--- src/rtl/data_sync_pkg.sv ---
// Shared constants for the multi-channel enable-synchronised data capture block.
package data_sync_pkg;

    localparam int MODE_LEVEL  = 32'd0;
    localparam int MODE_TOGGLE = 32'd1;

    localparam int MIN_STAGES  = 32'd2;
    localparam int MAX_STAGES  = 32'd4;

endpackage

--- src/rtl/data_sync_ch.sv ---
// One channel: enable synchroniser, edge detect, data capture register and
// valid/overrun bookkeeping. Data is captured directly, only the enable is synced.
module data_sync_ch
    import data_sync_pkg::*;
#(
    parameter int DATA_WIDTH  = 8,
    parameter int NUM_STAGES  = 2,
    parameter int ENABLE_MODE = MODE_LEVEL
) (
    input  logic                  clk_i,
    input  logic                  rst_n_i,
    input  logic                  bus_enable_i,
    input  logic [DATA_WIDTH-1:0] data_i,
    input  logic                  ready_i,
    input  logic                  overrun_clr_i,
    output logic [DATA_WIDTH-1:0] data_o,
    output logic                  enable_pulse_o,
    output logic                  valid_o,
    output logic                  overrun_o
);

    logic [NUM_STAGES-1:0] sync_q;
    logic                  hist_q;
    logic                  evt_s;
    logic                  evt_q;
    logic [DATA_WIDTH-1:0] data_q;
    logic [DATA_WIDTH-1:0] data_d;
    logic                  pulse_q;
    logic                  valid_q;
    logic                  valid_d;
    logic                  ovr_q;
    logic                  ovr_d;

    // Edge detect on the last synchroniser stage against its history flop.
    always_comb begin
        evt_s = 1'b0;
        if (ENABLE_MODE == MODE_TOGGLE) begin
            evt_s = sync_q[NUM_STAGES-1] ^ hist_q;
        end else begin
            evt_s = sync_q[NUM_STAGES-1] & ~hist_q;
        end
    end

    // Capture, valid and overrun next state; an overrun set beats a clear.
    always_comb begin
        data_d  = data_q;
        valid_d = valid_q;
        ovr_d   = ovr_q;
        if (evt_q) begin
            data_d  = data_i;
            valid_d = 1'b1;
        end else if (valid_q && ready_i) begin
            valid_d = 1'b0;
        end else begin
            valid_d = valid_q;
        end
        if (evt_q && valid_q && !ready_i) begin
            ovr_d = 1'b1;
        end else if (overrun_clr_i) begin
            ovr_d = 1'b0;
        end else begin
            ovr_d = ovr_q;
        end
    end

    // State registers; reset wipes pending events so nothing fires after release.
    always_ff @(posedge clk_i or negedge rst_n_i) begin
        if (!rst_n_i) begin
            sync_q  <= {NUM_STAGES{1'b0}};
            hist_q  <= 1'b0;
            evt_q   <= 1'b0;
            data_q  <= {DATA_WIDTH{1'b0}};
            pulse_q <= 1'b0;
            valid_q <= 1'b0;
            ovr_q   <= 1'b0;
        end else begin
            sync_q  <= {sync_q[NUM_STAGES-2:0], bus_enable_i};
            hist_q  <= sync_q[NUM_STAGES-1];
            evt_q   <= evt_s;
            data_q  <= data_d;
            pulse_q <= evt_q;
            valid_q <= valid_d;
            ovr_q   <= ovr_d;
        end
    end

    assign data_o         = data_q;
    assign enable_pulse_o = pulse_q;
    assign valid_o        = valid_q;
    assign overrun_o      = ovr_q;

endmodule

--- src/rtl/data_sync_multi.sv ---
// Array of independent enable-synchronised capture channels sharing one
// destination clock; channel i uses bits [i*DATA_WIDTH +: DATA_WIDTH].
module data_sync_multi
    import data_sync_pkg::*;
#(
    parameter int DATA_WIDTH  = 8,
    parameter int NUM_CH      = 4,
    parameter int NUM_STAGES  = 2,
    parameter int ENABLE_MODE = MODE_LEVEL
) (
    input  logic                         CLK,
    input  logic                         RST,
    input  logic [NUM_CH-1:0]            bus_enable,
    input  logic [NUM_CH*DATA_WIDTH-1:0] unsync_bus,
    output logic [NUM_CH*DATA_WIDTH-1:0] sync_bus,
    output logic [NUM_CH-1:0]            enable_pulse,
    output logic [NUM_CH-1:0]            valid,
    input  logic [NUM_CH-1:0]            ready,
    output logic [NUM_CH-1:0]            overrun,
    input  logic [NUM_CH-1:0]            overrun_clr
);

    if (NUM_STAGES < MIN_STAGES || NUM_STAGES > MAX_STAGES) begin : g_bad_stages
        $error("data_sync_multi: NUM_STAGES must be within 2..4");
    end
    if (ENABLE_MODE != MODE_LEVEL && ENABLE_MODE != MODE_TOGGLE) begin : g_bad_mode
        $error("data_sync_multi: ENABLE_MODE must be 0 (LEVEL) or 1 (TOGGLE)");
    end
    if (NUM_CH < 1 || NUM_CH > 16) begin : g_bad_ch
        $error("data_sync_multi: NUM_CH must be within 1..16");
    end

    for (genvar i = 0; i < NUM_CH; i++) begin : g_ch
        data_sync_ch #(
            .DATA_WIDTH  (DATA_WIDTH),
            .NUM_STAGES  (NUM_STAGES),
            .ENABLE_MODE (ENABLE_MODE)
        ) u_ch (
            .clk_i          (CLK),
            .rst_n_i        (RST),
            .bus_enable_i   (bus_enable[i]),
            .data_i         (unsync_bus[i*DATA_WIDTH +: DATA_WIDTH]),
            .ready_i        (ready[i]),
            .overrun_clr_i  (overrun_clr[i]),
            .data_o         (sync_bus[i*DATA_WIDTH +: DATA_WIDTH]),
            .enable_pulse_o (enable_pulse[i]),
            .valid_o        (valid[i]),
            .overrun_o      (overrun[i])
        );
    end

endmodule

--- config.mk ---
export PLATFORM = sky130hd
export DESIGN_NAME = data_sync_multi
export DESIGN_NICKNAME = d
export VERILOG_FILES = /design/src/rtl/data_sync_pkg.sv /design/src/rtl/data_sync_ch.sv /design/src/rtl/data_sync_multi.sv
export SDC_FILE = /design/constraint.sdc
export NUM_CORES = 1
export LEC_CHECK = 0
export BUFFER_PORTS_ARGS = -buffer_cell sky130_fd_sc_hd__buf_4
export CORE_ASPECT_RATIO = 1.75
export CORE_MARGIN = 1
export CORE_UTILIZATION = 35
export DETAILED_ROUTE_END_ITERATION = 16
export PLACE_DENSITY = 0.7
export SLEW_MARGIN = 20
export SYNTH_ARGS = -nofsm -noshare
export SYNTH_HDL_FRONTEND = slang
export SYNTH_SLANG_ARGS = --single-unit
export TNS_END_PERCENT = 1
--- constraint.sdc ---
create_clock -name CLK -period 2.2 [get_ports CLK]
set_input_delay 0.44 -clock CLK [delete_from_list [all_inputs] [get_ports CLK]]
set_output_delay 0.44 -clock CLK [all_outputs]
set_load 0.02 [all_outputs]
==> results.ini <==
[detailed_routing]
viasPerCell = 4.313
wl_per_cell_um = 13.15
drtAntennaViolNets = 0
drtIter0Drc = 35
routed_wl_um = 3906
first_pass_iters = 4
route.detailed.drc = 0
dr_total_vias = 1281

[synth]
yosys_warnings = 0
synth_area_leaders = dfrtp_1 67%, mux2_4 21%, buf_4 4.0%
ys_seq_elements = 60
synth_cells = 128
syn_nets = 174
synth_top_area_cell = dfrtp_1
synth.avg_cell_area_sq_um = 17.56
synth_cell_types = 8
synth_top_area_frac = 0.6682
syn_area_sq_um = 2247
ys_seq_area_frac = 0.6682

[layout]
final_common_cell = buf_4
final_cells = 297
layout_common_cells = 89 x buf_4, 60 x dfrtp_1, 32 x mux2_4
layout-drive-gt1-share = 0.6498
fin_nets = 258
diodes = 0
syn_to_final_growth_pct = 38.20

[run]
maxCapViolations = 0

[worst_setup_path]
crit_slowest_cell = dfrtp_1
ff2ff_path_depth = 1
criticalPathCategory = flop to output pin
critical_path.top_delay_family = flip-flops
worst_setup_path_start_kind = flop
critPathMaxFanout = 3
slowest_delay_ns = 0.41
r2r-start = g_ch[0].u_ch.evt_q
path_cells = buf_4
end_kind = output pin
arrival_ns = 0.91
required_ns = 1.76
cp_num_buf_inv = 1
r2r_slack_ns = 1.01
timing.rr.end = g_ch[0].u_ch.data_o[2]

[cts]
cts_tree = built
hold_buffers = 0
clk_path_buf_depth = 2
clk_pin_slew_ns = 0.07
clk_latency_ns = 0.33
clk_root_buffer_cell = clkbuf_8
htree_levels = 3
ctsResizeCount = 0
post_cts_buffers = 0
cts.sinks = 60
cts_buffers = 9

[timing]
fin_crit_sh = 0.6131
max_freq_mhz = 741.3
rsz0062_at_grt = no
max_slew_margin = 0.5116
skew_ns = 0.006014
final.min_clock_period_ns = 1.349
worst_slew_pin_slew_ns = 0.7327
setup_violations = 0
slew_viol_final = 0
finalSetupTns_ns = 0
hold_viol_final = 0

[floorplan]
ioPinCount = 90
die_x_um = 62.57
rows = 38
coreArea_sq_um = 6181
die_h_um = 108
dieArea_sq_um = 6758
initial_core_util = 0.3636

[place]
gp_congestion = 0.7229
place_inst = 281
dp_hpwl_um = 2702
numPortBuffers = 89

[global_route]
grt_use_total = 0.1285
grt_pass1_wl_um = 6272
antenna_found_initial = 0
grt_max_degree = 61
grt_pass1_vias = 1341
grt-ovfl-total = 0

[min_path]
min_path_type = input pin to asynchronous set/reset pin

[outcome]
status = completed

[pwr]
power_density_nw_per_um2 = 940.7
p_leak_nw = 1.583
ir_worst_vdd_v = 0.0005714

power breakdown:
| group | internal, mW | switching, mW |
|---|---|---|
| clock | 0.642 | 0.446 |
| sequential | 1.22 | 0.0814 |
| combinational | 0.306 | 0.227 |
per-layer routing:
layer / share of wire / GRT usage / routed length, um / up-vias
li1: - / - / - / 586
met1: 0.37 / 0.1349 / 1448 / 638
met2: 0.55 / 0.2104 / 2153 / 48
met3: 0.051 / 0.04008 / 199 / 9
met4: 0.027 / 0.1047 / 104 / 0
met5: 0 / 0 / 0 / -
synthesized netlist by cell type:
library cell  count
nor2b_1           4
buf_4            12
dfrtp_1          60
a32o_1            4
a21o_2            4
inv_1             8
buf_6             4
mux2_4           32
layout make-up:
class                   instances  area (sq um)
inverters                       8         30.03
well taps                      80         100.1
flip-flops and latches         60          1501
clock inverters                 7         101.3
multi-input cells              44         580.6
repair buffers                 89         668.1
clock buffers                   9         123.9
fillers                       558          3075
state kept, by name, indices dropped and copies added (netlist names):
register	flops
g_ch.u_ch.overrun_o	4
g_ch.u_ch.sync_q	8
g_ch.u_ch.enable_pulse_o	4
g_ch.u_ch.evt_q	4
g_ch.u_ch.valid_o	4
g_ch.u_ch.data_o	32
g_ch.u_ch.hist_q	4
logic make-up (layout without fill, tap and decap cells):
group	after synthesis	count (layout)	synth area share
mux	32	32	0.2138
simple gates	4	4	0.01113
compound gates	8	8	0.03341
buf+inv	24	113	0.07350
flops	60	60	0.6682
per-stage QoR:
| step | util | area, sq um | total power [mW] | hold WS, ns | setup WS (ns) |
|---|---|---|---|---|---|
| 4_1_cts | 0.5024 | 3105 | 2.974 | 0.1802 | 0.8231 |
| 3_3_place_gp | 0.4660 | 2880 | 1.852 | 0.3330 | 0.9926 |
| 3_5_place_dp | 0.4660 | 2880 | 1.861 | 0.3347 | 0.9761 |
| 6_report | 0.5024 | 3105 | 2.921 | 0.1647 | 0.8511 |
| 2_1_floorplan | - | 2247 | 1.615 | 0.1444 | 1.242 |
| 5_1_grt | 0.5024 | 3105 | 3.056 | 0.1779 | 0.8086 |
worst max-delay path by stage:
stage                               from                      to  slack [ns]  cells past startpoint
floorplan           g_ch[0].u_ch.valid_o                valid[0]        1.24                      1
global placement      g_ch[0].u_ch.evt_q  g_ch[0].u_ch.data_o[2]        0.99                      1
detailed placement    g_ch[0].u_ch.evt_q  g_ch[0].u_ch.data_o[2]        0.98                      1
CTS                 g_ch[3].u_ch.valid_o                valid[3]        0.82                      1
global route        g_ch[0].u_ch.valid_o                valid[0]        0.81                      1
finish              g_ch[3].u_ch.valid_o                valid[3]        0.85                      1
Note: power is estimated with default switching activity, not from simulation.
